[config.mk]
export PLATFORM = sky130hd
export DESIGN_NAME = decode_sequencer
export DESIGN_NICKNAME = d
export VERILOG_FILES = /design/src/rtl/decode_sequencer.sv
export SDC_FILE = /design/constraint.sdc
export NUM_CORES = 1
export LEC_CHECK = 0
export BUFFER_PORTS_ARGS = -buffer_cell sky130_fd_sc_hd__buf_2
export CELL_PAD_IN_SITES_DETAIL_PLACEMENT = 0
export CELL_PAD_IN_SITES_GLOBAL_PLACEMENT = 1
export CORE_ASPECT_RATIO = 1.1
export CORE_UTILIZATION = 39
export DETAILED_ROUTE_END_ITERATION = 10
export PLACE_DENSITY_LB_ADDON = 0.1
export SLEW_MARGIN = 30
export SYNTH_ARGS = -nofsm -noshare
export SYNTH_HDL_FRONTEND = slang
export SYNTH_SLANG_ARGS = --single-unit
[constraint.sdc]
create_clock -name clk -period 2 [get_ports clk]
set_clock_uncertainty 0.15 [all_clocks]
set_input_delay 0.4 -clock clk [delete_from_list [all_inputs] [get_ports clk]]
set_output_delay 0.4 -clock clk [all_outputs]
set_load 0.1 [all_outputs]
[src/rtl/decode_sequencer.sv]
// Buffers 16-bit instructions in a FIFO, decodes the head entry, then drives register-file
// read/write strobes one step per cycle. DECODE_ILLEGAL_TRAP_EN makes an illegal instruction halt in TRAP.
module decode_sequencer #(
    parameter int DATA_W = 16,
    parameter int DEPTH  = 2,
    parameter int REG_AW = 3
) (
    input  logic              clk,
    input  logic              reset,
    input  logic [15:0]       instr_in,
    input  logic              in_valid,
    output logic              in_ready,
    output logic [2:0]        opcode,
    output logic [1:0]        op,
    output logic [1:0]        ALUop,
    output logic [1:0]        shift,
    output logic [2:0]        cond,
    output logic [DATA_W-1:0] sximm8,
    output logic [DATA_W-1:0] sximm5,
    output logic [REG_AW-1:0] regnum,
    output logic              reg_re,
    output logic              reg_we,
    output logic [1:0]        step,
    output logic              done,
    output logic              illegal
);
    localparam int PTR_W = $clog2(DEPTH);
    localparam int CNT_W = PTR_W + 1;
    localparam logic [CNT_W-1:0] FULL_CNT = CNT_W'(DEPTH);

`ifdef DECODE_ILLEGAL_TRAP_EN
    typedef enum logic [1:0] {IDLE = 2'd0, LOAD = 2'd1, SEQ = 2'd2, TRAP = 2'd3} state_t;
`else
    typedef enum logic [1:0] {IDLE = 2'd0, LOAD = 2'd1, SEQ = 2'd2} state_t;
`endif

    // Step entry is {read, write, reg[2:0]}; slot 3 stays empty so step+1 never indexes out of range.
    typedef struct packed {
        logic            ill;
        logic [1:0]      last;
        logic [3:0][4:0] ent;
    } plan_t;

    function automatic logic [4:0] rd_ent(input logic [2:0] r);
        return {2'b10, r};
    endfunction

    function automatic logic [4:0] wr_ent(input logic [2:0] r);
        return {2'b01, r};
    endfunction

    function automatic plan_t plan_decode(input logic [15:0] ins);
        plan_t      p;
        logic [2:0] rn;
        logic [2:0] rd;
        logic [2:0] rm;
        p  = '0;
        rn = ins[10:8];
        rd = ins[7:5];
        rm = ins[2:0];
        case ({ins[15:13], ins[12:11]})
            5'b110_10: begin
                p.ent[0] = wr_ent(rn);
                p.last   = 2'd0;
            end
            5'b110_00, 5'b101_11: begin
                p.ent[0] = rd_ent(rm);
                p.ent[1] = wr_ent(rd);
                p.last   = 2'd1;
            end
            5'b101_00, 5'b101_10: begin
                p.ent[0] = rd_ent(rn);
                p.ent[1] = rd_ent(rm);
                p.ent[2] = wr_ent(rd);
                p.last   = 2'd2;
            end
            5'b101_01: begin
                p.ent[0] = rd_ent(rn);
                p.ent[1] = rd_ent(rm);
                p.last   = 2'd1;
            end
            default: begin
                p.ill  = 1'b1;
                p.last = 2'd0;
            end
        endcase
        return p;
    endfunction

    state_t              state_q, state_d;
    logic [15:0]         mem_q [DEPTH];
    logic [PTR_W-1:0]    wr_ptr_q, wr_ptr_d;
    logic [PTR_W-1:0]    rd_ptr_q, rd_ptr_d;
    logic [CNT_W-1:0]    count_q, count_d;
    plan_t               plan_q, plan_d;
    logic [2:0]          opcode_q, opcode_d;
    logic [1:0]          op_q, op_d;
    logic [1:0]          shift_q, shift_d;
    logic [2:0]          cond_q, cond_d;
    logic [DATA_W-1:0]   sximm8_q, sximm8_d;
    logic [DATA_W-1:0]   sximm5_q, sximm5_d;
    logic [REG_AW-1:0]   regnum_q, regnum_d;
    logic                reg_re_q, reg_re_d;
    logic                reg_we_q, reg_we_d;
    logic [1:0]          step_q, step_d;
    logic                done_q, done_d;
    logic                illegal_q, illegal_d;

    logic                push_s;
    logic                pop_s;
    logic [15:0]         head_s;
    plan_t               head_plan_s;
    plan_t               src_plan_s;
    logic [1:0]          src_idx_s;
    logic [4:0]          src_ent_s;

    assign in_ready = (count_q != FULL_CNT);
    assign opcode   = opcode_q;
    assign op       = op_q;
    assign ALUop    = op_q;
    assign shift    = shift_q;
    assign cond     = cond_q;
    assign sximm8   = sximm8_q;
    assign sximm5   = sximm5_q;
    assign regnum   = regnum_q;
    assign reg_re   = reg_re_q;
    assign reg_we   = reg_we_q;
    assign step     = step_q;
    assign done     = done_q;
    assign illegal  = illegal_q;

    // FIFO bookkeeping, decode of the head entry and sequencer next-state.
    always_comb begin
        push_s      = in_valid && in_ready;
        pop_s       = (state_q == LOAD);
        head_s      = mem_q[rd_ptr_q];
        head_plan_s = plan_decode(head_s);

        if (push_s) begin
            wr_ptr_d = wr_ptr_q + PTR_W'(1);
        end else begin
            wr_ptr_d = wr_ptr_q;
        end
        if (pop_s) begin
            rd_ptr_d = rd_ptr_q + PTR_W'(1);
        end else begin
            rd_ptr_d = rd_ptr_q;
        end
        count_d = count_q + CNT_W'(push_s) - CNT_W'(pop_s);

        // Outputs are registered, so the d-side presents the step that the next cycle shows.
        if (state_q == LOAD) begin
            src_plan_s = head_plan_s;
            src_idx_s  = 2'd0;
        end else begin
            src_plan_s = plan_q;
            src_idx_s  = step_q + 2'd1;
        end
        src_ent_s = src_plan_s.ent[src_idx_s];

        state_d   = state_q;
        plan_d    = plan_q;
        opcode_d  = opcode_q;
        op_d      = op_q;
        shift_d   = shift_q;
        cond_d    = cond_q;
        sximm8_d  = sximm8_q;
        sximm5_d  = sximm5_q;
        regnum_d  = '0;
        reg_re_d  = 1'b0;
        reg_we_d  = 1'b0;
        step_d    = 2'd0;
        done_d    = 1'b0;
        illegal_d = 1'b0;

        case (state_q)
            IDLE: begin
                if (count_q != '0) begin
                    state_d = LOAD;
                end else begin
                    state_d = IDLE;
                end
            end
            LOAD: begin
                opcode_d  = head_s[15:13];
                op_d      = head_s[12:11];
                shift_d   = head_s[4:3];
                cond_d    = head_s[10:8];
                sximm8_d  = DATA_W'($signed(head_s[7:0]));
                sximm5_d  = DATA_W'($signed(head_s[4:0]));
                plan_d    = head_plan_s;
                state_d   = SEQ;
                regnum_d  = REG_AW'(src_ent_s[2:0]);
                reg_re_d  = src_ent_s[4];
                reg_we_d  = src_ent_s[3];
                step_d    = src_idx_s;
                done_d    = (src_idx_s == src_plan_s.last);
                illegal_d = src_plan_s.ill;
            end
            SEQ: begin
                if (step_q == plan_q.last) begin
`ifdef DECODE_ILLEGAL_TRAP_EN
                    if (plan_q.ill) begin
                        state_d   = TRAP;
                        illegal_d = 1'b1;
                    end else if (count_d != '0) begin
                        state_d = LOAD;
                    end else begin
                        state_d = IDLE;
                    end
`else
                    if (count_d != '0) begin
                        state_d = LOAD;
                    end else begin
                        state_d = IDLE;
                    end
`endif
                end else begin
                    regnum_d  = REG_AW'(src_ent_s[2:0]);
                    reg_re_d  = src_ent_s[4];
                    reg_we_d  = src_ent_s[3];
                    step_d    = src_idx_s;
                    done_d    = (src_idx_s == src_plan_s.last);
                    illegal_d = src_plan_s.ill;
                end
            end
`ifdef DECODE_ILLEGAL_TRAP_EN
            TRAP: begin
                state_d   = TRAP;
                illegal_d = 1'b1;
            end
`endif
            default: begin
                state_d = IDLE;
            end
        endcase
    end

    // FIFO storage; stale contents are harmless because the pointers define occupancy.
    always_ff @(posedge clk) begin
        if (push_s) begin
            mem_q[wr_ptr_q] <= instr_in;
        end
    end

    // State, pointers, decoded fields and output strobes.
    always_ff @(posedge clk) begin
        if (reset) begin
            state_q   <= IDLE;
            wr_ptr_q  <= '0;
            rd_ptr_q  <= '0;
            count_q   <= '0;
            plan_q    <= '0;
            opcode_q  <= 3'd0;
            op_q      <= 2'd0;
            shift_q   <= 2'd0;
            cond_q    <= 3'd0;
            sximm8_q  <= '0;
            sximm5_q  <= '0;
            regnum_q  <= '0;
            reg_re_q  <= 1'b0;
            reg_we_q  <= 1'b0;
            step_q    <= 2'd0;
            done_q    <= 1'b0;
            illegal_q <= 1'b0;
        end else begin
            state_q   <= state_d;
            wr_ptr_q  <= wr_ptr_d;
            rd_ptr_q  <= rd_ptr_d;
            count_q   <= count_d;
            plan_q    <= plan_d;
            opcode_q  <= opcode_d;
            op_q      <= op_d;
            shift_q   <= shift_d;
            cond_q    <= cond_d;
            sximm8_q  <= sximm8_d;
            sximm5_q  <= sximm5_d;
            regnum_q  <= regnum_d;
            reg_re_q  <= reg_re_d;
            reg_we_q  <= reg_we_d;
            step_q    <= step_d;
            done_q    <= done_d;
            illegal_q <= illegal_d;
        end
    end

endmodule

; ---- Word level (Yosys, flattened, before mapping)
; Memory sizes are Yosys's and may differ from the RTL's. A register that Yosys moved wholly into a read port is not among the register bits.
; Index checks and enable logic that the tools add are counted.
[word_totals]
ff_bits = 61
out_inout_bits = 54
wordCells = 79
ramBits = 32
memories = 1
inputBits = 19
[op_classes]
order_cmp = 1
n_reduce_logical = 9
n_eq_ne = 12
addsub = 5
n_mux = 29
[mem_list]
columns = memory, depth, word_bits, read_ports, rd_clocked_by_memory_dff, write_ports, line_no
row1 = mem_q, 2, 16, 1, 1, 1, 91  ; logic [15:0] mem_q [DEPTH];
[ops]
columns = cell, n
row1 = == test 5 bit (second input constant), 6
row2 = 2-to-1 mux 23 bit, 1
row3 = one-hot mux 5 bit (3 select lines), 1
row4 = 2-to-1 mux 1 bit, 11
row5 = binary-select mux 5 bit (select 2 bit), 1
row6 = one-hot mux 5 bit (2 select lines), 1
row7 = one-hot mux 1 bit (2 select lines), 4
row8 = one-hot mux 2 bit (2 select lines), 2
row9 = 2-to-1 mux 2 bit, 3
row10 = one-hot mux 2 bit (3 select lines), 1
row11 = one-hot mux 3 bit (2 select lines), 1
row12 = OR reduction 3 bit, 2
row13 = OR reduction 6 bit, 1
row14 = 2-to-1 mux 5 bit, 1
row15 = == test 2 bit, 2
row16 = 2-to-1 mux 4 bit, 1
row17 = inequality test 2 bit (second input constant), 2
row18 = nonzero test 2 bit, 2
row19 = OR reduction 2 bit, 2
row20 = < comparator 2 x 3 -> 1 bit (second input constant), 1
row21 = 2-to-1 mux 3 bit, 1
row22 = adder 1 bit (second input constant), 2
row23 = adder 2 x 1 -> 2 bit, 1
row24 = adder 2 x 1 -> 2 bit (second input constant), 1
row25 = 5 further kinds, 5

; ---- Logic depth before layout (Yosys ltp)
; Gate-level depths: netlist of run 1.
[depth]
depth_word = 8
ltp_mapped = 9
depth_no_buf = 9

; ---- Worst setup path before layout of run 1
; OpenSTA, ideal clock, no wires.
[synth_path]
path_type = reg2reg
start = register count_q[0]
end = register state_q[0]
slack_ns = -0.855
path_buffers = 0
path_stages_with_launch = 10
t_arrival_ns = 2.587
setup_time_ns = 0.117
cell_sequence = dfxtp_1 nand2b_1 nand2_1 ha_1 inv_1 ha_1 xnor2_1 xor2_1 a22oi_1 a32o_1
[synth_via]
elab_chain_len = 8
word_cells_on_any_way = 10
[synth_rtl]
columns = item, line_no
row1 = from (decl), 94  ; logic [CNT_W-1:0] count_q, count_d;
row2 = from (signal assigned), 270  ; count_q <= count_d;
row3 = inequality test 2 bit, 117  ; assign in_ready = (count_q != FULL_CNT);
row4 = named net in_ready, 12  ; output logic in_ready,
row5 = logical AND 1 bit, 134  ; push_s = in_valid && in_ready;
row6 = adder 2 x 1 -> 2 bit, 149  ; count_d = count_q + CNT_W'(push_s) - CNT_W'(pop_s);
row7 = subtractor 2 x 1 -> 2 bit, 149
row8 = nonzero test 2 bit, 212  ; if (count_d != '0) begin
row9 = 2-to-1 mux 1 bit, 212
row10 = 2-to-1 mux 2 bit, 201  ; if (step_q == plan_q.last) begin
row11 = one-hot mux 2 bit (3 select lines), 176  ; case (state_q)
row12 = to (signal assigned), 267  ; state_q <= state_d;
row13 = to (decl), 90  ; state_t state_q, state_d;
; The timed path passes the listed nets, and every way through them passes these cells. The select of a mux whose other input is x is not followed.
; A chain may end at the register's enable or synchronous reset.

; ---- Worst setup path in the final report of run 1
[layout_path]
start = register count_q[0]
end = register state_q[0]
[layout_via]
elab_chain_len = 8
word_cells_on_any_way = 10
[layout_rtl]
columns = item, line_no
row1 = inequality test 2 bit, 117
row2 = logical AND 1 bit, 134
row3 = adder 2 x 1 -> 2 bit, 149
row4 = subtractor 2 x 1 -> 2 bit, 149
row5 = nonzero test 2 bit, 212
row6 = 2-to-1 mux 1 bit, 212
row7 = 2-to-1 mux 2 bit, 201
row8 = one-hot mux 2 bit (3 select lines) *, 176
; Every way passes the cells marked *; elsewhere a longest branch is shown, timed or not. The select of a mux whose other input is x is not followed.

==> impl_metrics.env, run 1 <==
export IMPL_min_period_over_period_pct=97.44
export IMPL_first_pass_iters=4
export IMPL_cts_tree="built"
export IMPL_clk_pin_slew_ns=0.09
export IMPL_wire_per_inst_um=15.60
export IMPL_status="finished, final reports clean"
export IMPL_drive_gt1_share_pct=35.68
export IMPL_numPortBuffers=72
export IMPL_cp_arrival_ns=2.05
export IMPL_finalSetupViolCount=0
export IMPL_rsz0062_at_grt="true"
export IMPL_grt_pass1_wl_mm=13.21
export IMPL_hold_class="in2reg"
export IMPL_diodes=0
export IMPL_drt_wl_total_mm=8.253
export IMPL_crit_path_end_kind="register"
export IMPL_syn2layout_area_growth_pct=18.86
export IMPL_post_route_util_pct=48.09
export IMPL_final_setup_tns_ns=0
export IMPL_synthArstFlopShare_pct=0
export IMPL_fill_cells=949
export IMPL_avgSynthCellArea_sq_um=11.27
export IMPL_synth_top_area_share_pct=28.81
export IMPL_critPathRequiredTime_ns=2.11
export IMPL_crit_fanout=4
export IMPL_synth_top_area_cell="dfxtp_1"
export IMPL_dpl_hpwl_mm=5.901
export IMPL_ys_types=55
export IMPL_placed_area_sq_mm=0.004284
export IMPL_netlist_top_cells_area="dfxtp_1 29%, edfxtp_1 25%, buf_4 5.7%"
export IMPL_drt_iter0_drc=154
export IMPL_worstMarginPinSlew_ns=0.4939
export IMPL_finalHoldViolCount=0
export IMPL_clk_path_buf_depth=2
export IMPL_worst_setup_path_type="reg2reg"
export IMPL_ys_flop_type="dfxtp_1"
export IMPL_via_per_inst=5.091
export IMPL_htreeDepth=3
export IMPL_die_y_um=105.8
export IMPL_syn_nets=364
export IMPL_grt_pass1_vias=2588
export IMPL_gp_congestion=0.9018
export IMPL_dr_total_vias=2693
export IMPL_p_leak_uw=0.001794
export IMPL_drc=0
export IMPL_synthCells=339
export IMPL_grt_overflow=0
export IMPL_relSlewSlack_pct=67.30
export IMPL_fmax_ghz=0.5131
export IMPL_clk_latency_ns=0.36
export IMPL_grt_usage_pct=17.54
export IMPL_core_area_sq_mm=0.009444
export IMPL_crit_path_start_kind="register"
export IMPL_nets=432
export IMPL_vdd_drop_max_v=0.0009836
export IMPL_cts_made_buffers=9
export IMPL_cts_sinks=87
export IMPL_grt_max_degree=34
export IMPL_power_density_mw_per_mm2=1547
export IMPL_finalCriticalPeriod_ns=1.949
export IMPL_ys_seq_area_share_pct=53.96
export IMPL_start_util_pct=40.46
export IMPL_synth_edff_count=32
export IMPL_antenna_left=0
export IMPL_ios=73
export IMPL_antenna_found_initial=0
export IMPL_holdBufCountCts=0
export IMPL_synth_seq_cells=87
export IMPL_die_area_sq_mm=0.01020
export IMPL_die_x_um=96.38
export IMPL_post_route_cell_area_sq_mm=0.004542
export IMPL_rows=37
export IMPL_cts_root_buf="clkbuf_8"
export IMPL_synth_area_sq_mm=0.003821
export IMPL_ys_warn_count=0
export IMPL_timing_final_max_slew_violations=0
export IMPL_max_cap_violations=0
==> area by class of cell <==
| cell class | count | area, sq um | area share (%) |
|---|---|---|---|
| flip-flops and latches | 87 | 2074 | 45.67 |
| clock buffers | 12 | 156.4 | 3.444 |
| well taps | 117 | 146.4 | 3.223 |
| multi-input cells | 199 | 1484 | 32.67 |
| inverters | 6 | 22.52 | 0.4959 |
| repair buffers | 104 | 604.3 | 13.31 |
| clock inverters | 4 | 53.80 | 1.185 |
==> routing by layer <==
metal	up-vias	track usage, %	share of wire, %
met5	-	0	0
met2	59	27.10	46
met1	1263	23.58	49
li1	1356	-	-
met3	15	2.814	2.7
met4	0	8.718	2.5
==> worst max-delay path: stages, from the launching register on <==
cell	delay, ns
dfxtp_2	0.36
nand2b_4	0.14
nand2_4	0.06
ha_4	0.25
inv_1	0.03
ha_2	0.17
xnor2_2	0.16
xor2_1	0.20
a22oi_1	0.12
a32o_1	0.20
==> cells in the mapped netlist (all sizes together), types with 2 or more instances <==
library cell	instances
a31oi	3
o31ai	3
dfxtp	55
or2	2
nand2	10
nor4	3
nor3	3
ha	6
o211a	2
a21oi	14
xor2	4
inv	6
o32ai	2
mux2	3
and3	2
nor2b	4
edfxtp	32
nand2b	11
a311oi	9
nand4b	3
nor2	32
mux4	4
clkbuf	11
xnor2	2
a211oi	14
and4	2
nand3b	5
buf	36
and2	7
a211o	3
o21ai	9
mux2i	16
o21a	4
==> through the flow <==
stage,total power [uW],std cells,hold WS [ns],setup WS [ns]
5_1_grt,7363,529,0.05016,-0.04834
3_3_place_gp,5714,511,0.2905,0.01069
6_report,7027,529,0.06624,0.05121
2_1_floorplan,5213,339,0.2741,-0.1273
4_1_cts,7039,528,0.04622,0.0003104
3_5_place_dp,5724,511,0.2931,-0.02271
==> sequential cells by signal (all words and copies together) (netlist names), 2 cells and up, named ones only <==
| register | flops |
|---|---|
| ALUop | 2 |
| cond | 3 |
| count_q | 2 |
| mem_q | 32 |
| opcode | 3 |
| plan_q | 23 |
| regnum | 3 |
| state_q | 2 |
| step | 2 |
| sximm8 | 7 |
==> power by group <==
| group | leakage, uW | internal, uW | total, uW | switching [uW] |
|---|---|---|---|---|
| clock | 0.0000979 | 657 | 1290 | 633 |
| sequential | 0.000750 | 2140 | 2320 | 186 |
| combinational | 0.000946 | 855 | 3410 | 2560 |
| total | 0.00179 | 3650 | 7030 | 3380 |
==> path summary, 6_finish.rpt <==
path / from / to / slack, ns / cells after the start
max: count_q[0]$_SDFF_PP0_ / state_q[0]$_SDFFE_PP0P_ / 0.05 / 9
min reg2reg: plan_q[16]$_SDFF_PP0_ / plan_q[16]$_SDFF_PP0_ / 0.32 / 1
max reg2reg: count_q[0]$_SDFF_PP0_ / state_q[0]$_SDFFE_PP0P_ / 0.05 / 9
min: instr_in[9] / mem_q[0][9]$_DFFE_PP_ / 0.07 / 1
==> what timing repair did <==
action / in CTS / in global routing
endpoints found under the setup margin: 3 / 8
pin swaps: 0 / 3
buffers inserted: 1 / 1
resized for setup: 2 / 8
==> cell usage in the layout (no fill, tap or decap), drive strengths merged, types with 3 or more instances in the layout <==
cell and n:
o21ai 9, xor2 4, a211o 3, mux4 4
clkbuf 12, o21a 4, and2 7, nand2b 11
nand2 10, edfxtp 32, nor4 3, inv 6
nor3 3, o31ai 3, a31oi 3, a311oi 9
nand4b 3, nor2b 4, mux2i 16, nor2 32
a21oi 14, mux2 3, dfxtp 55, buf 104
a211oi 14, ha 6, nand3b 5
==> kinds of logic (layout without fill, tap and decap cells) <==
group                      Yosys count  count (layout)  synth area share, %
adders and majority gates            6               6                1.965
buffers and inverters               53             126                8.579
muxes                               23              23                7.531
and+or+nand+nor                     93              93                13.39
xor gates and xnor gates             6               6                1.375
DFF                                 87              87                53.96
AOI/OAI and AO/OA                   71              71                13.20
(Power assumes the default switching activity.)
==> inputs of run 2 (changes only) <==
==> constraint.sdc (replaced) <==
create_clock -name clk -period 2 [get_ports clk]
set_clock_uncertainty 0.15 [all_clocks]
set_input_delay 0 -clock clk [delete_from_list [all_inputs] [get_ports clk]]
set_output_delay 0 -clock clk [all_outputs]
set_load 0.1 [all_outputs]
==> impl_metrics.env, run 2 (synthesized netlist as in run 1, its figures left out) <==
export IMPL_status="finished, final reports clean"
export IMPL_setup_slack_ns=0.03186
export IMPL_max_cap_violations=0
export IMPL_largest_reg_flops=32
export IMPL_core_area_sq_mm=0.009444
export IMPL_relSlewSlack_pct=67.57
export IMPL_cp_arrival_ns=2.06
export IMPL_numPortBuffers=72
export IMPL_min_period_over_period_pct=98.41
export IMPL_reg2reg_depth=9
export IMPL_clk_pin_slew_ns=0.08
export IMPL_crit_path_start_kind="register"
export IMPL_dpl_hpwl_mm=6.114
export IMPL_grt_pass1_vias=2665
export IMPL_cts_root_buf="clkbuf_8"
export IMPL_nets=454
export IMPL_rows=37
export IMPL_clk_latency_ns=0.34
export IMPL_syn2layout_area_growth_pct=26.20
export IMPL_crit_path_end_kind="register"
export IMPL_crit_fanout=3
export IMPL_r2r_end="state_q[0]$_SDFFE_PP0P_"
export IMPL_first_pass_iters=4
export IMPL_dr_total_vias=2813
export IMPL_crit_path_end="state_q[0]$_SDFFE_PP0P_"
export IMPL_gp_congestion=0.8136
export IMPL_finalCriticalPeriod_ns=1.968
export IMPL_finalHoldViolCount=0
export IMPL_cts_tree="built"
export IMPL_rrSetupSlack_ns=0.03
export IMPL_worstHoldStart="instr_in[15]"
export IMPL_pre_cts_slack_ns=-0.1033
export IMPL_diodes=0
export IMPL_htreeDepth=3
export IMPL_layout_common_cells="72 x buf_2, 49 x dfxtp_1, 35 x buf_4"
export IMPL_start_util_pct=40.46
export IMPL_die_area_sq_mm=0.01020
export IMPL_worstMarginPinSlew_ns=0.4899
export IMPL_die_x_um=96.38
export IMPL_clk_path_buf_depth=2
export IMPL_worst_setup_path_type="reg2reg"
export IMPL_vdd_drop_max_v=0.0006746
export IMPL_cts_made_buffers=9
export IMPL_die_y_um=105.8
export IMPL_hold_slack_ns=0.2225
export IMPL_p_leak_uw=0.001916
export IMPL_grt_overflow=0
export IMPL_antenna_found_initial=0
export IMPL_max_stage_delay_ns=0.36
export IMPL_critPathRequiredTime_ns=2.09
export IMPL_grt_pass1_wl_mm=13.51
export IMPL_finalSetupViolCount=0
export IMPL_power_total_uw=7292
export IMPL_crit_slowest_cell="dfxtp_4"
export IMPL_drive_gt1_share_pct=35.48
export IMPL_fill_cells=883
export IMPL_crit_buf_inv=1
export IMPL_final_common_cell="buf_2"
export IMPL_antenna_left=0
export IMPL_worst_path_stages=9
export IMPL_worstPathCellList="nand2b_4 > nand2_4 > ha_4 > inv_2 > ha_4 > xnor2_2 > xor2_1 > a22oi_1 > a32o_1"
export IMPL_hold_class="in2reg"
export IMPL_via_per_inst=5.105
export IMPL_grt_max_degree=41
export IMPL_drt_iter0_drc=109
export IMPL_grt_usage_pct=17.83
export IMPL_ios=73
export IMPL_cp_startpoint="count_q[0]$_SDFF_PP0_"
export IMPL_power_density_mw_per_mm2=1512
export IMPL_path_common_cell="ha_4"
export IMPL_cts_sinks=87
export IMPL_timing_final_max_slew_violations=0
export IMPL_rsz0062_at_grt="true"
export IMPL_r2r_start="count_q[0]$_SDFF_PP0_"
export IMPL_drc=0
export IMPL_wire_per_inst_um=15.45
export IMPL_fmax_ghz=0.5081
export IMPL_final_setup_tns_ns=0
export IMPL_top_register="mem_q"
export IMPL_crit_family="adder cells"
export IMPL_drt_wl_total_mm=8.511
## run 2: cell types whose count changed in the layout (fill, tap and decap cells not counted), sizes merged, moves of 2 or more
| cell | previous run | this run |
|---|---|---|
| dlygate4sd3 | 0 | 18 |
| buf | 104 | 108 |
| clkbuf | 12 | 9 |
| bufinv | 1 | 3 |
| clkinv | 1 | 3 |
| clkinvlp | 2 | 0 |
## run 2: layout make-up
type | count | area, sq um | area share (%)
Sequential cell | 87 | 2077 | 43.07
Tap cell | 117 | 146.4 | 3.036
Timing Repair Buffer | 126 | 814.5 | 16.89
Clock inverter | 7 | 110.1 | 2.283
Multi-Input combinational cell | 199 | 1528 | 31.68
Inverter | 6 | 22.52 | 0.4670
Clock buffer | 9 | 123.9 | 2.569
## run 2: worst min-delay path by stage
stage | to | depth (start not counted)
6_report | mem_q[0][15]$_DFFE_PP_ | 2
5_1_grt | mem_q[0][7]$_DFFE_PP_ | 2
4_1_cts | mem_q[0][8]$_DFFE_PP_ | 2
3_5_place_dp | mem_q[1][8]$_DFFE_PP_ | 1
3_3_place_gp | mem_q[0][14]$_DFFE_PP_ | 1
2_1_floorplan | mem_q[0][0]$_DFFE_PP_ | 0
## run 2: power by group
part / internal, uW / switching, uW
clock network: 822 / 602
logic: 937 / 2600
registers: 2140 / 190
## run 2: metrics by stage
| step | instance area (sq um) | utilization [%] | instances |
|---|---|---|---|
| finish | 4822 | 51.06 | 551 |
| global route | 4822 | 51.06 | 551 |
| CTS | 4718 | 49.96 | 547 |
| detailed placement | 4282 | 45.34 | 511 |
| global placement | 4282 | 45.34 | 511 |
| floorplan | 3852 | - | 339 |
## run 2: metal layers
layer / routed length [um] / vias up / track usage, % / part of all wire (%)
met2: 4116 / 65 / 27.56 / 48
met4: 131 / 0 / 5.672 / 1.5
met5: 0 / - / 0 / 0
met3: 319 / 9 / 3.968 / 3.7
li1: - / 1393 / - / -
met1: 3943 / 1346 / 24.65 / 46
## run 2: repair_timing
action	4_1_cts	5_1_grt
setup buffers	2	4
endpoints found under the hold margin	45	0
hold buffers	18	0
endpoints found under the setup margin	5	14
pin swaps	1	7
resized for setup	2	19
## run 2: worst register-to-register path, stage by stage, from the launching register on
cell and delay, ns:
dfxtp_4 0.36, nand2b_4 0.13, nand2_4 0.06, ha_4 0.25, inv_2 0.04, ha_4 0.15
xnor2_2 0.18, xor2_1 0.21, a22oi_1 0.12, a32o_1 0.22
==> inputs of run 3 (changes only) <==
--- a/config.mk
+++ b/config.mk
@@ -9,7 +9,7 @@
 export CELL_PAD_IN_SITES_DETAIL_PLACEMENT = 0
 export CELL_PAD_IN_SITES_GLOBAL_PLACEMENT = 1
 export CORE_ASPECT_RATIO = 1.1
-export CORE_UTILIZATION = 39
+export CORE_UTILIZATION = 35
 export DETAILED_ROUTE_END_ITERATION = 10
 export PLACE_DENSITY_LB_ADDON = 0.1
 export SLEW_MARGIN = 30
==> impl_metrics.env, run 3 (synthesized netlist as in run 1, its figures left out) <==
export IMPL_status="finished, final reports clean"
export IMPL_worstPathCellList="nand2b_4 > nand2_4 > ha_4 > inv_2 > ha_4 > xnor2_2 > xor2_1 > a22oi_1 > a32o_1"
export IMPL_die_area_sq_mm=0.01134
export IMPL_crit_path_end_kind="register"
export IMPL_die_y_um=111.6
export IMPL_diodes=0
export IMPL_cts_made_buffers=9
export IMPL_cts_root_buf="clkbuf_16"
export IMPL_critPathRequiredTime_ns=2.08
export IMPL_dr_wl_met2_mm=3.943
export IMPL_grt_overflow=0
export IMPL_drc=0
export IMPL_antenna_found_initial=0
export IMPL_timing_final_max_slew_violations=0
export IMPL_fmax_ghz=0.5067
export IMPL_relSlewSlack_pct=67.19
export IMPL_clk_pin_slew_ns=0.06
export IMPL_post_place_cells=537
export IMPL_wl_met3_um=288
export IMPL_path_common_cell="ha_4"
export IMPL_dpl_hpwl_mm=6.093
export IMPL_grt_pass1_vias=2640
export IMPL_htreeDepth=3
export IMPL_post_route_util_pct=46.31
export IMPL_crit_path_start_kind="register"
export IMPL_via_per_inst=4.825
export IMPL_wire_per_inst_um=14.90
export IMPL_grt_usage_pct=16.24
export IMPL_cts_tree="built"
export IMPL_fin_cells=576
export IMPL_rsz0062_at_grt="true"
export IMPL_largest_reg_flops=32
export IMPL_grt_max_degree=37
export IMPL_finalHoldViolCount=0
export IMPL_drt_iter0_drc=134
export IMPL_final_common_cell="buf_2"
export IMPL_gp_congestion=0.8571
export IMPL_worstMarginPinSlew_ns=0.4956
export IMPL_drt_wl_total_mm=8.581
export IMPL_multiInputGateArea_sq_mm=0.001508
export IMPL_core_area_sq_mm=0.01049
export IMPL_clk_latency_ns=0.33
export IMPL_drt_met1_wl_mm=4.223
export IMPL_antenna_left=0
export IMPL_crit_buf_inv=1
export IMPL_start_util_pct=36.42
export IMPL_rows=39
export IMPL_numPortBuffers=72
export IMPL_drive_gt1_share_pct=33.49
export IMPL_cp_arrival_ns=2.05
export IMPL_grt_pass1_wl_mm=13.77
export IMPL_max_cap_violations=0
export IMPL_crit_fanout=3
export IMPL_hold_class="in2reg"
export IMPL_first_pass_iters=4
export IMPL_crit_slowest_cell="dfxtp_2"
export IMPL_syn2layout_area_growth_pct=27.14
export IMPL_register_area_sq_mm=0.002074
export IMPL_vdd_drop_max_v=0.001037
export IMPL_top_register="mem_q"
export IMPL_finalSetupViolCount=0
export IMPL_cts_sinks=87
export IMPL_worst_setup_path_type="reg2reg"
export IMPL_clk_path_buf_depth=2
export IMPL_finalCriticalPeriod_ns=1.974
export IMPL_crit_family="adder cells"
export IMPL_power_density_mw_per_mm2=1503
export IMPL_min_period_over_period_pct=98.69
export IMPL_topRoutingLayerUsed="met4"
export IMPL_dr_total_vias=2779
export IMPL_layout_common_cells="72 x buf_2, 49 x dfxtp_1, 34 x buf_4"
export IMPL_p_leak_uw=0.001916
export IMPL_max_stage_delay_ns=0.34
export IMPL_ios=73
export IMPL_nets=454
export IMPL_die_x_um=101.6
export IMPL_fill_cells=1007
[run 3: layer usage]
metal | track usage (%) | vias up
met5 | 0 | -
met4 | 7.440 | 0
met3 | 3.829 | 9
met2 | 23.69 | 51
met1 | 22.60 | 1318
li1 | - | 1401
[run 3: final timing paths]
path,cells after the start,start,slack (ns),endpoint
worst max register to register,9,count_q[0]$_SDFF_PP0_,0.03,state_q[0]$_SDFFE_PP0P_
worst min-delay path,2,instr_in[8],0.23,mem_q[0][8]$_DFFE_PP_
worst max-delay path,9,count_q[0]$_SDFF_PP0_,0.03,state_q[0]$_SDFFE_PP0P_
worst min register to register,1,plan_q[13]$_SDFF_PP0_,0.30,plan_q[13]$_SDFF_PP0_
[run 3: area by class of cell]
cell class                 count  area share, %
tap                          143          3.683
clock inverter                 3         0.2575
multi-input combinational    199          31.03
inverter                       6         0.4636
sequential                    87          42.70
timing repair buffer         126          17.00
clock buffer                  12          4.867
[run 3: power by group]
part,total [uW],internal [uW],switching (uW)
registers,2330,2140,188
clock network,1450,825,627
logic,3520,926,2590
total,7300,3890,3410
[run 3: repair_timing]
item	CTS	global route
endpoints found under the setup margin	4	5
pin swaps	1	9
gates resized for setup	1	13
hold buffers	19	0
hold endpoints to repair	42	0
buffers inserted	1	4
[run 3: through the flow]
step	setup slack, ns	setup TNS [ns]	cell area (sq um)	total power, uW	hold WS (ns)
2_1_floorplan	-0.1273	-0.1273	3852	5214	-0.05113
3_3_place_gp	-0.05375	-0.08217	4327	5734	0.03664
3_5_place_dp	-0.05537	-0.08202	4327	5741	0.04104
4_1_cts	0.01204	0	4775	7263	0.2184
5_1_grt	-0.04360	-0.04360	4858	7665	0.2275
6_report	0.02626	0	4858	7301	0.2333
[run 3: worst reg2reg max path, cell delays in order (launching register included)]
cell,delay (ns)
dfxtp_2,0.34
nand2b_4,0.14
nand2_4,0.06
ha_4,0.25
inv_2,0.04
ha_4,0.16
xnor2_2,0.18
xor2_1,0.21
a22oi_1,0.12
a32o_1,0.22
